## config.mk

```make
export PLATFORM = sky130hd
export DESIGN_NAME = branch_resolve_unit
export DESIGN_NICKNAME = d
export VERILOG_FILES = /design/src/rtl/branch_pkg.sv /design/src/rtl/branch_cmp.sv /design/src/rtl/branch_resolve_unit.sv
export SDC_FILE = /design/constraint.sdc
export NUM_CORES = 1
export LEC_CHECK = 0
export ABC_AREA = 1
export CAP_MARGIN = 10
export CORE_MARGIN = 1
export CORE_UTILIZATION = 28
export DETAILED_ROUTE_END_ITERATION = 12
export GPL_TIMING_DRIVEN = 0
export PLACE_DENSITY = 0.56
export SLEW_MARGIN = 30
export SYNTH_ARGS = -nofsm -noshare
export SYNTH_HDL_FRONTEND = slang
export SYNTH_SLANG_ARGS = --single-unit
```

## constraint.sdc

```tcl
create_clock -name clk -period 2.3 [get_ports clk]
set_input_delay 0.46 -clock clk [delete_from_list [all_inputs] [get_ports clk]]
set_output_delay 0.46 -clock clk [all_outputs]
set_load 0.01 [all_outputs]
```

## src/rtl/branch_pkg.sv

```systemverilog
// Shared definitions for the branch resolve unit: compare-mode encodings,
// PHT counter states and the saturating counter update.
package branch_pkg;

  localparam logic [2:0] BR_EQ  = 3'd0;
  localparam logic [2:0] BR_NE  = 3'd1;
  localparam logic [2:0] BR_LEZ = 3'd2;
  localparam logic [2:0] BR_GTZ = 3'd3;
  localparam logic [2:0] BR_LTZ = 3'd4;
  localparam logic [2:0] BR_GEZ = 3'd5;

  typedef enum logic [1:0] {
    PhtStrongNt = 2'd0,
    PhtWeakNt   = 2'd1,
    PhtWeakT    = 2'd2,
    PhtStrongT  = 2'd3
  } pht_state_e;

  localparam logic [1:0] PHT_RESET = 2'b01;

  function automatic logic [1:0] pht_next(input logic [1:0] cnt, input logic taken);
    if (taken) begin
      return (cnt == PhtStrongT) ? cnt : cnt + 2'd1;
    end
    return (cnt == PhtStrongNt) ? cnt : cnt - 2'd1;
  endfunction

endpackage

```

## src/rtl/branch_cmp.sv

```systemverilog
// Combinational branch compare: six modes on two WIDTH-bit operands.
// Zero compares treat d1 as signed; ops 6 and 7 flag illegal and report not-taken.
module branch_cmp
  import branch_pkg::*;
#(
  parameter int unsigned WIDTH = 32
) (
  input  logic [2:0]       op,
  input  logic [WIDTH-1:0] d1,
  input  logic [WIDTH-1:0] d2,
  output logic             taken,
  output logic             illegal
);

  logic is_zero;
  logic is_neg;

  assign is_zero = (d1 == '0);
  assign is_neg  = d1[WIDTH-1];

  always_comb begin
    taken   = 1'b0;
    illegal = 1'b0;
    case (op)
      BR_EQ:   taken = (d1 == d2);
      BR_NE:   taken = (d1 != d2);
      BR_LEZ:  taken = is_neg | is_zero;
      BR_GTZ:  taken = ~is_neg & ~is_zero;
      BR_LTZ:  taken = is_neg;
      BR_GEZ:  taken = ~is_neg;
      default: illegal = 1'b1;
    endcase
  end

endmodule

```

## src/rtl/branch_resolve_unit.sv

```systemverilog
// Branch resolve unit: registered compare decision plus a bimodal PHT of 2-bit counters.
// Optional resolve/mispredict statistics counters are enabled with BRANCH_STATS_EN.
module branch_resolve_unit
  import branch_pkg::*;
#(
  parameter int unsigned WIDTH     = 32,
  parameter int unsigned PHT_DEPTH = 64,
  parameter int unsigned IDX_LSB   = 2
) (
  input  logic             clk,
  input  logic             reset,
  input  logic [31:0]      pred_pc,
  output logic             pred_taken,
  input  logic             res_valid,
  input  logic [31:0]      res_pc,
  input  logic [2:0]       res_op,
  input  logic [WIDTH-1:0] res_d1,
  input  logic [WIDTH-1:0] res_d2,
  input  logic             res_pred,
  input  logic             stall,
  input  logic             flush,
`ifdef BRANCH_STATS_EN
  output logic [31:0]      stat_branches,
  output logic [31:0]      stat_mispredicts,
`endif
  output logic             out_valid,
  output logic             out_taken,
  output logic             out_mispredict
);

  localparam int unsigned IdxW = $clog2(PHT_DEPTH);

  logic [1:0]      pht_q [PHT_DEPTH];
  logic [IdxW-1:0] pred_idx;
  logic [IdxW-1:0] res_idx;
  logic            cmp_taken;
  logic            cmp_illegal;
  logic            accept;
  logic            out_valid_q;
  logic            out_taken_q;
  logic            out_mispredict_q;
  logic            unused_pc;

  // PC bits outside the index window are deliberately ignored (aliasing).
  assign unused_pc = ^{pred_pc, res_pc};

  assign pred_idx = pred_pc[IDX_LSB +: IdxW];
  assign res_idx  = res_pc[IDX_LSB +: IdxW];

  branch_cmp #(
    .WIDTH(WIDTH)
  ) u_cmp (
    .op     (res_op),
    .d1     (res_d1),
    .d2     (res_d2),
    .taken  (cmp_taken),
    .illegal(cmp_illegal)
  );

  assign accept = res_valid & ~stall & ~flush & ~cmp_illegal;

  // Read of the pre-update value gives the same-index collision behaviour for free.
  assign pred_taken = pht_q[pred_idx][1];

  always_ff @(posedge clk or negedge reset) begin
    if (!reset) begin
      for (int unsigned i = 0; i < PHT_DEPTH; i++) begin
        pht_q[i] <= PHT_RESET;
      end
      out_valid_q      <= 1'b0;
      out_taken_q      <= 1'b0;
      out_mispredict_q <= 1'b0;
    end else begin
      out_valid_q <= accept;
      if (accept) begin
        out_taken_q      <= cmp_taken;
        out_mispredict_q <= cmp_taken ^ res_pred;
        pht_q[res_idx]   <= pht_next(pht_q[res_idx], cmp_taken);
      end
    end
  end

  assign out_valid      = out_valid_q;
  assign out_taken      = out_taken_q;
  assign out_mispredict = out_mispredict_q;

`ifdef BRANCH_STATS_EN
  logic [31:0] stat_branches_q;
  logic [31:0] stat_mispredicts_q;

  always_ff @(posedge clk or negedge reset) begin
    if (!reset) begin
      stat_branches_q    <= '0;
      stat_mispredicts_q <= '0;
    end else if (accept) begin
      if (stat_branches_q != '1) begin
        stat_branches_q <= stat_branches_q + 32'd1;
      end
      if ((cmp_taken ^ res_pred) && (stat_mispredicts_q != '1)) begin
        stat_mispredicts_q <= stat_mispredicts_q + 32'd1;
      end
    end
  end

  assign stat_branches    = stat_branches_q;
  assign stat_mispredicts = stat_mispredicts_q;
`endif

endmodule

```

==> summary.md, run 1 <==
| Metric | Value |
|---|---|
| Status | `finished with violations` |
| Failing checks | `negative setup slack` |
| CTS tree | `built` |
| DP Worst Slack | `-1.42 ns` |
| Net Count, Synth | `1,489` |
| Hold Crit Class | `reg2reg` |
| First-pass GRT wire length | `slightly above 50,000 um` |
| GRT Util Overall | `20.6%` |
| Clock-pin slew on the worst setup and hold paths | `0.06 ns` |
| DIE HEIGHT | `approximately 180 um` |
| Initial drt markers | `between 800 and 900` |
| CTS max path bufs | `2` |
| DR vias/cell | `4.91` |
| Synthesized instance count | `1,352` |
| Placer congestion estimate | `0.966` |
| Commonest cells after routing, fill and taps aside | `450 x nand2_1, 178 x inv_1, 174 x nand3_1` |
| Fmax | `434 MHz` |
| Worst Path Arrival | `1.84 ns` |
| Metal3 WL | `3260 um` |
| Area Overhead vs Synth | `29.5%` |
| Final worst slack | `-0.00393 ns` |
| Initial antenna violation count | `1` |
| Clock sink count | `131` |
| Post-route minimum period | `2.30 ns` |
| Synth Register Bits | `roughly 130` |
| CP max FO | `2` |
| Met1 WL | `14,700 um` |
| Port Buffers | `85` |
| CP Launch Type | `flip-flop` |
| # placed instances | `1,834` |
| Layout Nets | `1,618` |
| Leakage power figure | `5.46 nW` |
| Seq/Total Area, Yosys | `37.8%` |
| Share of cells above drive strength 1 | `approximately 17%` |
| Hold slack final | `0.463 ns` |
| Commonest non-fill, non-tap cell in the layout | `nand2_1` |
| WS Path Type | `reg2out` |
| CP endpoint kind | `output pin` |
| DRC errors left | `0` |
| RSZ-0062 raised after global routing | `true` |
| CORE AREA | `0.0309 sq mm` |
| Die Footprint | `0.0325 sq mm` |
| Worst-Skew Late Latency | `0.44 ns` |
| Drt pass-1 iters | `6` |
| H-tree levels | `4` |
| Final setup skew | `0.00966 ns` |
| Vias in the first global route | `roughly 8,600` |
| Starting Density | `approximately 29%` |
| GRT overflow | `0` |
| WL final | `33,700 um` |
| R2R Setup Slk | `0.20 ns` |
| Final Hold Vio Count | `0` |
| Slew HR | `63.3%` |
| Detail Route Antenna Nets | `0` |
| Maximum VDD drop | `around 0.48 mV` |
| Pin count of the biggest net entering global routing | `67` |
| Worst path required time | `1.84 ns` |
| Core Util, Final | `37.2%` |
| Die W | `180 um` |
| FP Rows | `64` |
| Synth warn | `0` |
| Synth Cell Area | `0.00889 sq mm` |
| Avg Inst Size Synth | `6.58 sq um` |
| PD cells | `599 mW/mm^2` |
| I/O pin count | `approximately 140` |
| CTS buffer count | `17` |
| Final setup violation count | `1` |
| Layout Cells excl Fill | `~1,900` |
| DR top layer | `met4` |
| Actual slew at the worst max-slew pin | `0.550 ns` |
| DP Wirelength | `22,300 um` |
| WL met2 | `roughly 15,000 um` |
| Root buf cell | `clkbuf_16` |
| Via count | `9,292` |
| Max-cap violations | `0` |
| Max Transition Viols Final | `0` |
| Routed WL per cell | `approximately 18 um` |
| Synth cell types | `32` |
| Part of the cycle the worst path needs | `100%` |
==> metrics by stage <==
| step | total power, mW | TNS (ns) | instance area [sq um] |
|---|---|---|---|
| floorplan | 3.22 | 0 | 8890 |
| global placement | 3.79 | -655.51 | 10200 |
| detailed placement | 3.79 | -145.64 | 10300 |
| CTS | 6.82 | -0.0386 | 11200 |
| global route | 7.13 | -0.905 | 11500 |
| finish | 6.90 | -0.00393 | 11500 |
==> where the power goes <==
group          total (mW)  switching [mW]  internal [mW]  leakage, nW
Clock                2.96            1.11           1.85        0.298
Combinational        1.47           0.893          0.572         3.57
Sequential           2.48          0.0530           2.42         1.59
==> critical path, cell delays in order, from the launching register on <==
cell	delay, ns
dfrtp_1	0.39
inv_2	0.06
a21oi_2	0.10
o21ai_1	0.07
o211ai_1	0.12
o211ai_1	0.14
nand3_1	0.11
nand2_1	0.07
o21ai_2	0.17
buf_2	0.16
==> registers in the layout, summed over array words and instances (netlist names) <==
name and count:
out_taken 1, pht_q 128, out_mispredict 1, out_valid 1
==> synthesized netlist by cell type <==
library cell | instances | share of area, %
nand2_1 | 453 | 19
inv_1 | 185 | 7.8
nand3_1 | 183 | 10
nor2_1 | 147 | 6.2
dfrtp_1 | 67 | 19
dfstp_2 | 64 | 19
o21ai_0 | 57 | 3.2
xnor2_1 | 26 | 2.6
o211ai_1 | 24 | 2.0
buf_6 | 18 | 2.3
a21oi_1 | 17 | 0.96
buf_2 | 12 | 0.68
buf_4 | 12 | 1.0
clkbuf_1 | 11 | 0.46
nand3_2 | 10 | 1.1
nor3_1 | 10 | 0.56
inv_2 | 8 | 0.34
or2_0 | 8 | 0.56
o21ai_1 | 7 | 0.39
or2_1 | 7 | 0.49
clkinv_1 | 4 | 0.17
nor2_2 | 4 | 0.28
or2_2 | 4 | 0.28
nand2_2 | 3 | 0.21
nand4_1 | 3 | 0.21
nand2_4 | 2 | 0.25
and2_1 | 1 | 0.070
buf_1 | 1 | 0.042
buf_8 | 1 | 0.17
nand2_8 | 1 | 0.23
nor2_4 | 1 | 0.13
nor3b_1 | 1 | 0.084
==> metal layers <==
metal | global-route usage [%] | up-vias
met4 | 8.85 | 0
met5 | 0 | -
li1 | - | 4456
met2 | 31.3 | 453
met1 | 28.1 | 4312
met3 | 4.39 | 71
==> path summary, 6_finish.rpt <==
path | from | to | depth (start not counted)
setup / recovery | pht_q[69] | pred_taken | 9
hold / removal | pht_q[78] | pht_q[78] | 2
setup reg to reg | pht_q[95] | pht_q[47] | 12
hold reg to reg | pht_q[78] | pht_q[78] | 2
max in group asynchronous | reset | pht_q[18] | 3
min in group asynchronous | reset | pht_q[101] | 2
==> logic make-up (layout without fill, tap and decap cells) <==
kind of cell	Yosys count	after routing	share of synthesized area, %
AND/OR/NAND/NOR	838	839	40.1
XOR/XNOR	26	26	2.56
flip-flops	131	131	37.8
buffers and inverters	252	393	13.0
AO/OA/AOI/OAI	105	105	6.59
other	0	1	0
==> area by class of cell <==
cell class	instances	area, sq um
diodes	1	2.50
plain buffers	55	523
clock buffers	24	502
clock inverters	8	123
fillers	3269	19400
inverters	197	752
multi-input cells	970	4610
flip-flops and latches	131	3360
well taps	396	495
repair buffers	109	1150
==> repair_timing <==
action / CTS / global route
pin swaps: 3 / 16
endpoints found under the setup margin: 129 / 129
endpoints found under the hold margin: 11 / 0
hold buffers: 1 / 0
gates resized for setup: 81 / 70
buffers inserted: 10 / 8
gates cloned: 1 / 4
(Power assumes the default switching activity.)
==> run 2: changes to the inputs <==
--- a/config.mk
+++ b/config.mk
@@ -8,11 +8,12 @@
 export ABC_AREA = 1
 export CAP_MARGIN = 10
 export CORE_MARGIN = 1
-export CORE_UTILIZATION = 28
+export CORE_UTILIZATION = 40
 export DETAILED_ROUTE_END_ITERATION = 12
 export GPL_TIMING_DRIVEN = 0
-export PLACE_DENSITY = 0.56
+export PLACE_DENSITY = 0.72
 export SLEW_MARGIN = 30
 export SYNTH_ARGS = -nofsm -noshare
 export SYNTH_HDL_FRONTEND = slang
+export SYNTH_HIERARCHICAL = 1
 export SYNTH_SLANG_ARGS = --single-unit
==> run 2 against run 1 <==
The flow still finishes with violations (negative setup slack). Synthesized cell count fell by 2.8%. Worst setup slack lost 0.018 ns. Combinational power shrank 13%. Design area decreased by 4.3%. Sequential share of layout area increased by 1.3 points. Clock-buffer cell count is 3 lower. Global-route usage increased by 7.3 points. First-iteration DRC count increased by 37%. Flip-flop and latch count unchanged. Wire length decreased by 9.3%. Critical endpoint unchanged. Largest cell class unchanged.
==> summary.md, run 2 <==
| Metric | Value |
|---|---|
| DRC errors left | `0` |
| Layout Cells excl Fill | `roughly 1,700` |
| FP Rows | `53` |
| Vias in the first global route | `8,501` |
| Status | `finished with violations` |
| Synth Cell Area | `0.00852 sq mm` |
| Slowest cell on crit path | `dfrtp_1` |
| Worst stage delay on the critical path | `0.40 ns` |
| Area leader, netlist | `nand2_1` |
| Metal3 WL | `approximately 3200 um` |
| DR top layer | `met4` |
| First-pass GRT wire length | `46,200 um` |
| Fmax | `431 MHz` |
| Hold path start | `pht_q[72]` |
| Synth top area share | `about a quarter` |
| Clk network pwr share | `a little over two fifths` |
| Clock sink count | `131` |
| CORE AREA | `around 0.021 sq mm` |
| CTS tree | `built` |
| P_sw | `1.90 mW` |
| Most used DFF post-synth | `dfrtp_1` |
| CP most frequent cell | `nand3_1` |
| Drt pass-1 iters | `7` |
| # placed instances | `~1,700` |
| Sw Share | `around 30%` |
| Routed WL per cell | `17.7 um` |
| Combinational power share | `19.9%` |
| Met1 WL | `between 10,000 and 15,000 um` |
| Leakage power figure | `5.33 nW` |
| Worst Path Arrival | `between 1.5 and 2 ns` |
| DR vias/cell | `roughly 5.4` |
| Max Transition Viols Final | `0` |
| Worst hold path cell count | `2` |
| Avg Inst Size Synth | `6.48 sq um` |
| Initial antenna violation count | `0` |
| Hold Crit Class | `reg2reg` |
| WHS Endpoint | `pht_q[72]` |
| R2R Path End | `pht_q[124]` |
| Share of cells above drive strength 1 | `16.5%` |
| CTS max path bufs | `2` |
| Clock-pin slew on the worst setup and hold paths | `0.06 ns` |
| Failing checks | `negative setup slack` |
| Placer congestion estimate | `roughly 1` |
| CP endpoint kind | `output pin` |
| Die W | `between 100 and 150 um` |
| Ant. Diodes | `0` |
| Biggest register | `pht_q` |
| Slew HR | `42.5%` |
| Final setup skew | `0.00948 ns` |
| Actual slew at the worst max-slew pin | `0.863 ns` |
| Final setup violation count | `1` |
| Root buf cell | `clkbuf_16` |
| Internal power | `between 4 and 5 mW` |
| H-tree levels | `4` |
| Commonest cells after routing, fill and taps aside | `588 x nand2_1, 123 x nor2_1, 111 x inv_1` |
| Detail Route Antenna Nets | `0` |
| Top cells by area, synth | `nand2_1 26%, dfstp_2 20%, dfrtp_1 20%, nor2_1 5.9%, nand3_1 5.8%` |
| R2R Setup Slk | `0.21 ns` |
| GRT overflow | `0` |
| Crit path from | `pht_q[43]` |
| Worst-Skew Late Latency | `0.44 ns` |
| DIE HEIGHT | `148 um` |
| RR Startpoint | `pht_q[87]` |
| Synth cell types | `29` |
| Layout Nets | `between 1,500 and 2,000` |
| PD cells | `between 500 and 600 mW/mm^2` |
| CP bufs+invs | `1` |
| Pin count of the biggest net entering global routing | `74` |
| DP Wirelength | `20,300 um` |
| Initial drt markers | `1,168` |
| Net Count, Synth | `1,451` |
| Worst path required time | `~1.8 ns` |
| CTS buffer count | `17` |
| Crit path cell chain | `o21ai_0 -> o21ai_1 -> o211ai_1 -> nand3_1 -> nand3_1 -> o21ai_2 -> buf_2` |
| Crit path max-delay family | `compound AO/OA/AOI/OAI gates` |
| Maximum VDD drop | `0.477 mV` |
| WL met2 | `approximately 13,000 um` |
| Max-cap violations | `0` |
| Synth Register Bits | `~130` |
| Post-route minimum period | `about 2.3 ns` |
| Starting Density | `around two fifths` |
| Via count | `9,278` |
| Sequential Power Share | `38.3%` |
| Number of enable flip-flop cells after synthesis | `0` |
| List of most frequent post-synthesis cells | `594 x nand2_1, 133 x nor2_1, 117 x inv_1` |
| GRT Util Overall | `between 20% and 30%` |
| Final Hold Vio Count | `0` |
| Number of flip-flops under the largest register name | `128` |
| Final worst slack | `-0.0215 ns` |
| Port Buffers | `between 80 and 90` |
| Commonest non-fill, non-tap cell in the layout | `nand2_1` |
| Overall Power | `around 6.4 mW` |
| RSZ-0062 raised after global routing | `true` |
| Worst Reg-to-Reg Cells | `13` |
| Area Overhead vs Synth | `29.3%` |
| Top-count cell post-synth | `nand2_1` |
| Synthesized instance count | `1,314` |
| Async set-reset flop share out of synthesis | `between 90% and 100%` |
| Die Footprint | `~0.022 sq mm` |
| Seq/Total Area, Yosys | `39.4%` |
| WS Path Type | `reg2out` |
| CP Launch Type | `flip-flop` |
| I/O pin count | `about 140` |
| WL final | `just over 30,000 um` |
| Part of the cycle the worst path needs | `101%` |
| Synth warn | `6` |
| CP max FO | `3` |
-- run 2: cell count changes in the layout (fill, tap and decap cells not counted), sizes merged, moves of 7 or more --
cell and change:
nand2 +141, dlymetal6s2s -10, inv -67, nand3 -95
or2 -13, nor2 -11, nor3 +32, clkdlybuf4s50 +12
o211ai -10, a21oi -7, o21ai -15, nand4 +7
-- run 2: cells by family after synthesis --
| family | Yosys count | synth area share, % |
|---|---|---|
| flip-flops | 131 | 39.4 |
| XOR/XNOR | 27 | 2.78 |
| buffers and inverters | 178 | 9.61 |
| AO/OA/AOI/OAI | 81 | 5.41 |
| AND/OR/NAND/NOR | 897 | 42.8 |
-- run 2: tightest hold or removal path, stage by stage, from the launching register on --
cell and delay, ns:
dfstp_2 0.36, nand2_1 0.05, nand2_1 0.05
-- run 2: power groups by stage --
stage	registers [mW]	logic (mW)	clock network, mW
2_1_floorplan	2.48	0.544	0
3_3_place_gp	2.49	1.01	0
3_5_place_dp	2.49	1.02	0
4_1_cts	2.45	1.07	2.69
5_1_grt	2.46	1.35	2.78
6_report	2.46	1.28	2.68
-- run 2: worst max-delay path by stage --
stage,end,slack [ns],depth (start not counted)
after detailed placement,pred_taken,-1.33,9
after global placement,pht_q[69],-4.50,1
after floorplan,pred_taken,0.28,8
after CTS,pht_q[19],0.004,16
final,pred_taken,-0.02,7
after global routing,pred_taken,-0.13,7
-- run 2: final cells by class --
class / instances / area [sq um]
clock inverters: 11 / 105
flip-flops and latches: 131 / 3360
repair buffers: 106 / 1130
fillers: 2050 / 9940
plain buffers: 52 / 467
multi-input cells: 1007 / 4650
inverters: 126 / 484
clock buffers: 21 / 470
well taps: 275 / 344
-- run 2: what timing repair did --
action                                 CTS  global route
gates resized for setup                 63            78
pin swaps                                8             9
cloned                                   1             7
setup buffers                            8             6
hold buffers                             1             0
endpoints found under the hold margin   30             0
setup endpoints to repair              130           128
-- run 2: stage by stage --
step	TNS, ns	cell area [sq um]	util (%)	setup WS (ns)	hold WS, ns
after global placement	-570.84	9700	46.3	-4.50	0.454
after detailed placement	-90.51	9730	46.5	-1.33	0.419
after floorplan	0	8520	-	0.283	0.164
after CTS	0	10500	50.1	0.00403	0.468
after global routing	-0.507	11000	52.5	-0.128	0.476
final	-0.0215	11000	52.5	-0.0215	0.465
-- run 2: metal layers --
metal  track usage, %  up-vias
met3             5.22      109
li1                 -     4343
met1             37.0     4273
met5                0        -
met2             43.2      553
met4             14.6        0
